<file path="src/rtl/multicycle_sequencer.sv">
// Multi-cycle FETCH/DECODE/EXECUTE/MEMORY/WRITEBACK control sequencer for the ARM-style datapath.
// Strobes decode the current state and the instruction fields latched in DECODE; counters track retires and cycles.
module multicycle_sequencer #(
  parameter int unsigned TIMEOUT_CYCLES = 15,
  parameter int unsigned COUNT_WIDTH    = 32
) (
  input  logic                   clock,
  input  logic                   reset,
  input  logic                   imem_ready,
  input  logic                   dmem_ready,
  input  logic [1:0]             TypeCode,
  input  logic                   Load,
  input  logic                   set_cond_bit,
  input  logic                   should_store_link,
  input  logic                   write_condition,
  output logic                   ir_load,
  output logic                   imem_req,
  output logic                   dmem_req,
  output logic                   mem_write,
  output logic                   reg_write,
  output logic                   link_write,
  output logic                   cpsr_write,
  output logic                   pc_write,
  output logic [2:0]             state,
  output logic                   halted,
  output logic                   error,
  output logic [COUNT_WIDTH-1:0] retired_count,
  output logic [COUNT_WIDTH-1:0] cycle_count
);

  typedef enum logic [2:0] {
    S_FETCH     = 3'd0,
    S_DECODE    = 3'd1,
    S_EXECUTE   = 3'd2,
    S_MEMORY    = 3'd3,
    S_WRITEBACK = 3'd4,
    S_HALT      = 3'd5
  } state_t;

  // Last wait-counter value still tolerated; one more unready cycle trips the timeout.
  localparam logic [7:0] WAIT_LAST = 8'(TIMEOUT_CYCLES - 1);

  state_t           state_q;
  logic [1:0]       type_q;
  logic             load_q;
  logic             scb_q;
  logic             ssl_q;
  logic [7:0]       wait_q;
  logic             error_q;
  logic [COUNT_WIDTH-1:0] retired_q;
  logic [COUNT_WIDTH-1:0] cycle_q;

  assign state         = state_q;
  assign halted        = (state_q == S_HALT);
  assign error         = error_q;
  assign retired_count = retired_q;
  assign cycle_count   = cycle_q;

  // Outputs are forced low while reset is held so an aborted instruction emits nothing.
  always_comb begin
    ir_load    = 1'b0;
    imem_req   = 1'b0;
    dmem_req   = 1'b0;
    mem_write  = 1'b0;
    reg_write  = 1'b0;
    link_write = 1'b0;
    cpsr_write = 1'b0;
    pc_write   = 1'b0;
    if (reset) begin
      case (state_q)
        S_FETCH: begin
          imem_req = 1'b1;
          ir_load  = imem_ready;
        end
        S_EXECUTE: begin
          if (type_q != 2'b11) begin
            if (!write_condition) begin
              pc_write = 1'b1;
            end else begin
              case (type_q)
                2'b00:   cpsr_write = scb_q;
                2'b10: begin
                  pc_write   = 1'b1;
                  link_write = ssl_q;
                end
                default: ;
              endcase
            end
          end
        end
        S_MEMORY: begin
          dmem_req  = 1'b1;
          mem_write = load_q;
          pc_write  = dmem_ready & load_q;
        end
        S_WRITEBACK: begin
          reg_write = 1'b1;
          pc_write  = 1'b1;
        end
        default: ;
      endcase
    end
  end

  always_ff @(posedge clock or negedge reset) begin
    if (!reset) begin
      state_q   <= S_FETCH;
      type_q    <= '0;
      load_q    <= 1'b0;
      scb_q     <= 1'b0;
      ssl_q     <= 1'b0;
      wait_q    <= '0;
      error_q   <= 1'b0;
      retired_q <= '0;
      cycle_q   <= '0;
    end else begin
      if (state_q != S_HALT) cycle_q <= cycle_q + 1'b1;
      if (pc_write) retired_q <= retired_q + 1'b1;
      case (state_q)
        S_FETCH: begin
          if (imem_ready) begin
            state_q <= S_DECODE;
            wait_q  <= '0;
          end else if (wait_q == WAIT_LAST) begin
            state_q <= S_HALT;
            error_q <= 1'b1;
            wait_q  <= '0;
          end else begin
            wait_q <= wait_q + 1'b1;
          end
        end
        S_DECODE: begin
          type_q  <= TypeCode;
          load_q  <= Load;
          scb_q   <= set_cond_bit;
          ssl_q   <= should_store_link;
          state_q <= S_EXECUTE;
        end
        S_EXECUTE: begin
          if (type_q == 2'b11) state_q <= S_HALT;
          else if (!write_condition) state_q <= S_FETCH;
          else begin
            case (type_q)
              2'b00:   state_q <= S_WRITEBACK;
              2'b01:   state_q <= S_MEMORY;
              default: state_q <= S_FETCH;
            endcase
          end
        end
        S_MEMORY: begin
          if (dmem_ready) begin
            state_q <= load_q ? S_FETCH : S_WRITEBACK;
            wait_q  <= '0;
          end else if (wait_q == WAIT_LAST) begin
            state_q <= S_HALT;
            error_q <= 1'b1;
            wait_q  <= '0;
          end else begin
            wait_q <= wait_q + 1'b1;
          end
        end
        S_WRITEBACK: state_q <= S_FETCH;
        S_HALT:      state_q <= S_HALT;
        default: begin
          state_q <= S_HALT;
          error_q <= 1'b1;
        end
      endcase
    end
  end

endmodule

</file>
<file path="config.mk">
export PLATFORM = sky130hd
export DESIGN_NAME = multicycle_sequencer
export DESIGN_NICKNAME = d
export VERILOG_FILES = /design/src/rtl/multicycle_sequencer.sv
export SDC_FILE = /design/constraint.sdc
export NUM_CORES = 1
export LEC_CHECK = 0
export CAP_MARGIN = 5
export CORE_ASPECT_RATIO = 0.9
export CORE_MARGIN = 1
export CORE_UTILIZATION = 55
export CTS_CLUSTER_DIAMETER = 30
export CTS_CLUSTER_SIZE = 14
export DETAILED_ROUTE_END_ITERATION = 7
export PLACE_DENSITY_LB_ADDON = 0.12
export SYNTH_ARGS = -nofsm -noshare
export SYNTH_HDL_FRONTEND = slang
export SYNTH_SLANG_ARGS = --single-unit
</file>
<file path="constraint.sdc">
create_clock -name clock -period 5.06 [get_ports clock]
set_clock_uncertainty 0.05 [all_clocks]
set_input_delay 0.506 -clock clock [delete_from_list [all_inputs] [get_ports clock]]
set_output_delay 0.506 -clock clock [all_outputs]
set_load 0.02 [all_outputs]
</file>
==> results of run 1 <==
==> layout make-up <==
| class | instances | area share |
|---|---|---|
| clock buffers | 11 | 0.0258 |
| clock inverters | 5 | 0.0157 |
| inverters | 11 | 0.00809 |
| multi-input cells | 271 | 0.358 |
| flip-flops and latches | 81 | 0.397 |
| well taps | 90 | 0.0221 |
| repair buffers | 89 | 0.173 |
==> cell usage in the layout (no fill, tap or decap), types with 5 or more instances in the layout <==
master / instances
a21oi_1: 7
nor4_1: 15
xor2_1: 31
and3_1: 6
nor3_1: 14
dfrtp_1: 81
mux2_2: 6
and4_1: 5
clkdlybuf4s50_1: 85
nand3_1: 27
clkbuf_8: 9
nand2_1: 41
nor2_1: 11
xnor2_1: 33
inv_1: 11
o21ai_0: 7
nand4_1: 15
==> report_power, final <==
group / internal (mW) / switching (mW) / leakage (nW)
sequential: 0.753 / 0.172 / 1.04
clock: 0.277 / 0.232 / 0.0995
combinational: 0.311 / 0.345 / 0.955
==> metrics by stage <==
stage               cells  total power [mW]  hold slack (ps)   util
detailed placement    541              1.59              306  0.722
floorplan             375              1.31              160      -
finish                558              2.09              428  0.754
global route          558              2.21              462  0.754
CTS                   558              2.10              429  0.754
global placement      541              1.56              302  0.722
==> worst max-delay path: stages (launching register included) <==
cell and delay, ps:
dfrtp_1 640, nor2b_1 390, nand3_1 200, o22a_1 240, buf_4 240, inv_1 140
clkdlybuf4s50_1 620
==> Yosys cell counts (all sizes together) (2+ instances only) <==
cell    instances  area share
a21o            2      0.0038
a21oi           7      0.0089
a31o            2      0.0044
and2            4      0.0063
and3            7       0.011
and4            5       0.011
buf             3      0.0038
clkbuf          9      0.0086
dfrtp          81        0.51
ha              4       0.013
inv            11       0.010
mux2            6       0.017
nand2          41       0.039
nand2b          2      0.0032
nand3          27       0.034
nand3b          3      0.0057
nand4          16       0.027
nor2           11       0.010
nor2b           2      0.0032
nor3           16       0.023
nor3b           3      0.0057
nor4           19       0.036
nor4b           4       0.010
o21ai           7      0.0089
o31ai           3      0.0057
or3             4      0.0063
or4             2      0.0048
xnor2          33       0.073
xor2           31       0.069
==> sequential cells by signal, summed over array words and instances, names as in the netlist <==
register,flops
error,1
ssl_q,1
state,3
cycle_count,32
type_q,2
scb_q,1
wait_q,8
retired_count,32
load_q,1
==> cell families (layout without fill, tap and decap cells) <==
family                   count (synthesis)  in the layout  synth area share
AO/OA/AOI/OAI                           29             29            0.0486
XOR/XNOR                                64             64             0.142
adder cells (fa/ha/maj)                  4              4            0.0127
buffers and inverters                   23            116            0.0228
flip-flops                              81             81             0.514
multiplexers                             7              7            0.0197
AND/OR/NAND/NOR                        167            167             0.240
==> how the worst max path moves through the flow <==
stage,endpoint,slack [ps],depth (start not counted)
2_1_floorplan,ir_load,2810,4
3_3_place_gp,pc_write,2160,6
3_5_place_dp,pc_write,2150,6
4_1_cts,pc_write,1700,6
5_1_grt,pc_write,1520,6
6_report,pc_write,1690,6
==> what timing repair did <==
action	4_1_cts	5_1_grt
hold buffers	1	0
setup buffers	0	0
hold endpoints to repair	8	0
==> metal layers <==
layer,wire length (um),up-vias
li1,-,1513
met5,0,-
met3,433,13
met2,4300,96
met4,108,0
met1,3850,1518
==> results.py, run 1 <==
metrics = {
    "sta": {
        "hold_viol_final": 0,
        "timing.fmax_mhz": 297,
        "setup_viol": 0,
        "tightestPinTransition_ps": 880,
        "finalCritPeriodShare": 0.666,
        "slew_headroom": 0.414,
        "setup_slack_ps": 1690,
        "tns_ps": 0,
        "rsz0062_at_grt": "no",
        "fin_crit_ps": 3370,
        "drv_slew": 0,
    },
    "clock_tree": {
        "insertion_delay_ps": 360,
        "h-tree-depth": 3,
        "cts_buffers": 9,
        "root_buffer": "clkbuf_8",
        "clk_path_buf_depth": 2,
        "clock_sinks": 81,
        "clkTransAtPathRegs_ps": 80,
        "cts_resized": 0,
        "tritoncts": "yes",
    },
    "placed_design": {
        "postPlaceCellArea_um2": 4880,
        "port-buffer-count": 86,
        "gp_congestion": 0.788,
        "dp_hpwl_um": 6110,
        "dp_slack_ps": 2150,
    },
    "global_route": {
        "grt_usage": 0.252,
        "use_met3": 0.0586,
        "grt-ovfl-total": 0,
        "met1_usage": 0.325,
        "grt_max_degree": 74,
        "grt_pass1_wl_um": 14700,
        "grt_pass1_vias": 3028,
        "grt_busiest_layer": "met2",
        "antenna_found_initial": 0,
        "gr-usage-met2": 0.430,
    },
    "detailed_routing": {
        "drt_iter0_drc": 117,
        "post_drt_wl_per_cell_um": 15.6,
        "routed_wl_um": 8700,
        "dr.pass1.iters": 4,
        "vias_per_cell": 5.63,
        "postRouteAntennaNets": 0,
        "drc_errors": 0,
        "vias": 3140,
    },
    "cells_and_area": {
        "layout.nets": 477,
        "seqCellArea_um2": 2030,
        "finish.instance_area_um2": 5100,
        "fillers": 474,
        "syn_to_final_growth_pct": 29.4,
        "final_layout_size_suffix_gt1_frac": 0.0726,
        "multiInputGateArea_um2": 1830,
        "diodes": 0,
    },
    "yosys": {
        "ys.flop_type": "dfrtp_1",
        "synth_cell_types": 46,
        "syn_area_per_cell_um2": 10.5,
        "ys_warn_count": 0,
        "synth_nets": 389,
        "synth-edff-count": 0,
        "syn-instance-count": 375,
        "async_flop_share": 1.00,
        "seq_area_frac_synth": 0.514,
        "syn_area_um2": 3940,
        "ys_ff_latch": 81,
    },
    "critical_path": {
        "crit_type": "flop to output port",
        "reg2reg_slack_ps": 2600,
        "timing.rr.end": "retired_count[18]$_DFFE_PN0P_",
        "critPathLaunch": "state[1]$_DFF_PN0_",
        "crit_arrival_ps": 2820,
        "critPathRequiredTime_ps": 4500,
        "r2r_cells": 6,
        "endpoint_kind": "output port",
        "rr_startpoint": "state[1]$_DFF_PN0_",
        "cp_max_fo": 31,
        "setup.worst_path.start_class": "flop",
    },
    "die": {
        "start_util": 0.583,
        "pin_count": 87,
        "die_area_um2": 7510,
        "core_area_um2": 6760,
        "die_height_um": 82.3,
        "rows": 28,
        "die-width_um": 91.2,
    },
    "power_and_ir_drop": {
        "ir_worst_vdd_mv": 0.387,
        "power_density_nw_per_um2": 410,
        "leakage_nw": 2.09,
    },
    "run": {
        "cap_violations": 0,
    },
    "outcome": {
        "outcome": "completed",
    },
    "worst_hold_path": {
        "hold-path-endpoint": "retired_count[31]$_DFFE_PN0P_",
        "min_from": "retired_count[31]$_DFFE_PN0P_",
        "min_path_type": "flop to flop",
        "hold-path-cell-count": 1,
    },
}
Note: power is estimated with default switching activity, not from simulation.
==> inputs of run 2 (changes only) <==
--- a/config.mk
+++ b/config.mk
@@ -8,7 +8,7 @@
 export CAP_MARGIN = 5
 export CORE_ASPECT_RATIO = 0.9
 export CORE_MARGIN = 1
-export CORE_UTILIZATION = 55
+export CORE_UTILIZATION = 51
 export CTS_CLUSTER_DIAMETER = 30
 export CTS_CLUSTER_SIZE = 14
 export DETAILED_ROUTE_END_ITERATION = 7
==> constraint.sdc (replaced) <==
create_clock -name clock -period 3.15 [get_ports clock]
set_clock_uncertainty 0.05 [all_clocks]
set_input_delay 0.315 -clock clock [delete_from_list [all_inputs] [get_ports clock]]
set_output_delay 0.315 -clock clock [all_outputs]
set_load 0.02 [all_outputs]
==> run 2 against run 1 <==
Global-route usage decreased by 2.8 points; combinational power increased by 60%; non-clock buffer count unchanged; sequential cell count unchanged; power increased by 58%; sequential power increased by 60%; final area unchanged; register-to-register slack got worse by 1800 ps; hold slack got worse by 160 ps; clock-buffer cell count decreased by 1; first-iteration DRC count decreased by 9.4%; critical path type unchanged; largest cell class unchanged; largest power group unchanged.
==> results.py, run 2 (synthesized netlist as in run 1, its figures left out) <==
metrics = {
    "die": {
        "start_util": 0.525,
        "die-width_um": 94.7,
        "rows": 30,
        "die_area_um2": 8090,
        "pin_count": 87,
        "die_height_um": 85.4,
        "core_area_um2": 7510,
    },
    "cells_and_area": {
        "layout.nets": 477,
        "fillers": 620,
        "final_util": 0.680,
        "syn_to_final_growth_pct": 29.4,
        "final_common_cell": "clkdlybuf4s50_1",
        "mostFrequentLayoutCells": "85 x clkdlybuf4s50_1, 81 x dfrtp_1, 41 x nand2_1",
        "final_layout_size_suffix_gt1_frac": 0.0769,
        "multiInputGateArea_um2": 1830,
        "seqCellArea_um2": 2030,
        "diodes": 0,
    },
    "placed_design": {
        "dp_hpwl_um": 5690,
        "port-buffer-count": 86,
        "gp_congestion": 0.849,
    },
    "global_route": {
        "grt_pass1_vias": 2862,
        "antenna_found_initial": 0,
        "grt_usage": 0.223,
        "grt-ovfl-total": 0,
        "grt_max_degree": 79,
        "grt_pass1_wl_um": 14000,
    },
    "sta": {
        "setup_viol": 0,
        "fin_crit_ps": 2760,
        "hold_viol_final": 0,
        "tightestPinTransition_ps": 976,
        "finalCritPeriodShare": 0.878,
        "timing.fmax_mhz": 362,
        "drv_slew": 0,
        "slew_headroom": 0.349,
        "tns_ps": 0,
        "rsz0062_at_grt": "no",
    },
    "run": {
        "cap_violations": 0,
    },
    "critical_path": {
        "endpoint_kind": "output port",
        "setup.worst_path.start_class": "flop",
        "timing.rr.end": "retired_count[15]$_DFFE_PN0P_",
        "crit_type": "flop to output port",
        "slowest_delay_ps": 620,
        "crit_end": "pc_write",
        "reg2reg_slack_ps": 810,
        "cp_slowest_cell": "dfrtp_1",
        "r2r_cells": 6,
        "cp_cell_sequence": "nor2b_1 -> nand3_1 -> o22a_1 -> inv_1 -> clkdlybuf4s50_1",
        "critPathLaunch": "state[1]$_DFF_PN0_",
        "cp_max_fo": 17,
        "crit_arrival_ps": 2400,
        "rr_startpoint": "state[1]$_DFF_PN0_",
        "critPathRequiredTime_ps": 2780,
    },
    "detailed_routing": {
        "dr.pass1.iters": 4,
        "vias": 3109,
        "post_drt_wl_per_cell_um": 14.7,
        "drt_iter0_drc": 106,
        "routed_wl_um": 8290,
        "vias_per_cell": 5.51,
        "postRouteAntennaNets": 0,
        "drc_errors": 0,
    },
    "outcome": {
        "outcome": "completed",
    },
    "clock_tree": {
        "clock_sinks": 81,
        "cts_resized": 0,
        "clk_path_buf_depth": 2,
        "tritoncts": "yes",
        "cts_hold_buf": 1,
        "insertion_delay_ps": 360,
        "root_buffer": "clkbuf_8",
        "cts_buffers": 9,
        "post-cts-setup-buffers": 0,
        "clkTransAtPathRegs_ps": 80,
        "h-tree-depth": 3,
    },
    "power_and_ir_drop": {
        "leakage_nw": 2.09,
        "ir_worst_vdd_mv": 0.545,
        "power_density_nw_per_um2": 647,
    },
    "worst_hold_path": {
        "min_path_type": "input pin to asynchronous set/reset pin",
    },
}
run 2: metrics by stage:
stage / cell area [um2] / setup slack, ps / hold WS (ps) / power (mW) / std cells
2_1_floorplan: 3940 / 1050 / -30.6 / 2.10 / 375
3_3_place_gp: 4890 / 816 / 86.1 / 2.52 / 547
3_5_place_dp: 4890 / 769 / 87.0 / 2.54 / 547
4_1_cts: 5100 / 371 / 254 / 3.33 / 564
5_1_grt: 5100 / 234 / 251 / 3.50 / 564
6_report: 5100 / 386 / 265 / 3.30 / 564
run 2: worst min path at each step:
stage                     startpoint                          to  slack [ps]  cells after the start
after CTS                      reset           scb_q$_DFFE_PN0P_         250                      2
after floorplan                reset  cycle_count[0]$_DFFE_PN0N_         -30                      0
final                          reset       type_q[0]$_DFFE_PN0P_         270                      2
after global placement         reset       type_q[0]$_DFFE_PN0P_          90                      1
after detailed placement       reset       type_q[0]$_DFFE_PN0P_          90                      1
after global routing           reset       type_q[0]$_DFFE_PN0P_         250                      2
run 2: cell type report:
type / instances / share of cell area
Multi-Input combinational cell: 271 / 0.358
Sequential cell: 81 / 0.397
Timing Repair Buffer: 89 / 0.173
Tap cell: 96 / 0.0235
Clock inverter: 6 / 0.0130
Clock buffer: 10 / 0.0270
Inverter: 11 / 0.00809
run 2: critical path: cells and delay by family (launching register included):
family          cells  cell delay, ps
buf+inv             2             710
flops               1             620
simple gates        2             490
compound gates      1             230
run 2: routing by layer:
| metal | track usage | routed length, um | vias to the layer above |
|---|---|---|---|
| met4 | 0.0510 | 75 | 0 |
| li1 | - | - | 1515 |
| met3 | 0.0672 | 375 | 7 |
| met2 | 0.336 | 3830 | 61 |
| met1 | 0.318 | 4000 | 1526 |
| met5 | 0 | 0 | - |
run 2: report_power, final:
part	internal, mW	switching [mW]
clock network	0.389	0.383
logic	0.499	0.550
registers	1.21	0.269
total	2.10	1.20
==> inputs of run 3 (changes only) <==
--- a/config.mk
+++ b/config.mk
@@ -8,7 +8,7 @@
 export CAP_MARGIN = 5
 export CORE_ASPECT_RATIO = 0.9
 export CORE_MARGIN = 1
-export CORE_UTILIZATION = 51
+export CORE_UTILIZATION = 45
 export CTS_CLUSTER_DIAMETER = 30
 export CTS_CLUSTER_SIZE = 14
 export DETAILED_ROUTE_END_ITERATION = 7
==> run 3 against run 2 <==
Clock-buffer cell count increased by 1; core utilization decreased by 7.3 points; clock power increased by 11%; power increased by 2.6%; sequential power about the same; global-route usage decreased by 2.6 points; fmax increased by 2.2%; via count decreased by 1.5%; die area increased by 13%; hold slack improved by 40 ps; first-iteration DRC count decreased by 19%; sequential cell count unchanged.
==> results.py, run 3 (synthesized netlist as in run 1, its figures left out) <==
metrics = {
    "clock_tree": {
        "cts_resized": 0,
        "post-cts-setup-buffers": 0,
        "clkTransAtPathRegs_ps": 80,
        "clk_path_buf_depth": 2,
        "root_buffer": "clkbuf_8",
        "insertion_delay_ps": 350,
        "cts_buffers": 9,
        "tritoncts": "yes",
        "clock_sinks": 81,
        "cts_hold_buf": 1,
        "h-tree-depth": 3,
    },
    "power_and_ir_drop": {
        "ir_worst_vdd_mv": 0.565,
        "pwr-share-comb": 0.317,
        "pwr-share-seq": 0.430,
        "power_density_nw_per_um2": 655,
        "p_sw_frac": 0.348,
        "leakage_nw": 2.12,
        "power.internal_mw": 2.21,
        "total_power_mw": 3.39,
        "p_clk_frac": 0.253,
        "p_switching_mw": 1.18,
    },
    "sta": {
        "setup_viol": 0,
        "fin_crit_ps": 2710,
        "hold_slack_ps": 305,
        "setup_slack_ps": 444,
        "timing.fmax_mhz": 370,
        "hold_viol_final": 0,
        "rsz0062_at_grt": "no",
        "slew_headroom": 0.403,
        "finalCritPeriodShare": 0.859,
        "drv_slew": 0,
        "tightestPinTransition_ps": 896,
        "tns_ps": 0,
    },
    "detailed_routing": {
        "top_layer": "met4",
        "dr.pass1.iters": 4,
        "met3_length_um": 314,
        "wl_met1_um": 3850,
        "vias_per_cell": 5.20,
        "postRouteAntennaNets": 0,
        "drt_iter0_drc": 86,
        "routed_wl_um": 8250,
        "route.met2.wl_um": 4020,
        "post_drt_wl_per_cell_um": 14.0,
        "drc_errors": 0,
        "vias": 3062,
    },
    "worst_hold_path": {
        "min_path_type": "input pin to asynchronous set/reset pin",
    },
    "cells_and_area": {
        "layout.nets": 479,
        "final_common_cell": "clkdlybuf4s50_1",
        "fillers": 753,
        "final_layout_size_suffix_gt1_frac": 0.0809,
        "syn_to_final_growth_pct": 31.1,
        "layout.cells.non_filler": 589,
        "multiInputGateArea_um2": 1830,
        "mostFrequentLayoutCells": "85 x clkdlybuf4s50_1, 81 x dfrtp_1, 41 x nand2_1",
        "diodes": 0,
        "seqCellArea_um2": 2030,
    },
    "placed_design": {
        "gp_congestion": 0.895,
        "dp_hpwl_um": 5750,
        "port-buffer-count": 86,
        "dp_slack_ps": 839,
        "placed_cells": 572,
    },
    "global_route": {
        "grt-ovfl-total": 0,
        "grt_usage": 0.198,
        "grt_max_degree": 72,
        "grt_pass1_wl_um": 14200,
        "grt_pass1_vias": 2967,
        "antenna_found_initial": 0,
    },
    "critical_path": {
        "crit_type": "input pin to output port",
        "endpoint_kind": "output port",
        "reg2reg_slack_ps": 930,
        "crit_arrival_ps": 2340,
        "crit_end": "pc_write",
        "r2r_cells": 6,
        "setup.worst_path.start_class": "input pin",
        "critPathLaunch": "reset",
        "critPathRequiredTime_ps": 2780,
        "cp_max_fo": 14,
        "timing.rr.end": "retired_count[12]$_DFFE_PN0P_",
        "rr_startpoint": "state[0]$_DFF_PN0_",
    },
    "die": {
        "core_area_um2": 8530,
        "rows": 32,
        "die_area_um2": 9140,
        "start_util": 0.462,
        "pin_count": 87,
        "die-width_um": 101,
        "die_height_um": 90.8,
    },
    "outcome": {
        "outcome": "completed",
    },
    "run": {
        "cap_violations": 0,
    },
}
==> run 3: worst min-delay path by stage <==
stage / start / end / slack (ps) / depth (start not counted)
detailed placement: reset / state[0]$_DFF_PN0_ / 130 / 1
global route: reset / state[0]$_DFF_PN0_ / 300 / 2
finish: reset / state[0]$_DFF_PN0_ / 300 / 2
global placement: reset / state[0]$_DFF_PN0_ / 130 / 1
CTS: reset / state[0]$_DFF_PN0_ / 290 / 2
floorplan: reset / cycle_count[0]$_DFFE_PN0N_ / -30 / 0
==> run 3: per-layer routing <==
| metal | up-vias | global-route usage |
|---|---|---|
| met5 | - | 0 |
| met4 | 0 | 0.0543 |
| met3 | 4 | 0.0557 |
| met2 | 55 | 0.316 |
| met1 | 1493 | 0.263 |
| li1 | 1510 | - |
==> run 3: final cells by class <==
class / instances / share of cell area
inverters: 11 / 0.00799
flip-flops and latches: 81 / 0.392
multi-input cells: 271 / 0.353
well taps: 119 / 0.0288
repair buffers: 91 / 0.174
clock inverters: 5 / 0.0150
clock buffers: 11 / 0.0293
==> run 3: power groups by stage <==
stage	clock [mW]	combinational [mW]	sequential, mW
final	0.856	1.07	1.46
after global routing	0.924	1.18	1.49
after CTS	0.884	1.09	1.46
after detailed placement	0	1.08	1.47
after global placement	0	1.07	1.47
after floorplan	0	0.555	1.55
==> run 3: per-stage QoR <==
step | utilization | instance area [um2]
after floorplan | - | 3940
after global placement | 0.578 | 4930
after detailed placement | 0.578 | 4930
after CTS | 0.606 | 5170
after global routing | 0.606 | 5170
final | 0.606 | 5170
==> run 3: critical path: stages <==
cell             delay, ps
dlygate4sd3_1          530
buf_4                  220
nand2b_1               140
a31o_1                 210
o22a_1                 220
inv_1                  100
clkdlybuf4s50_1        610
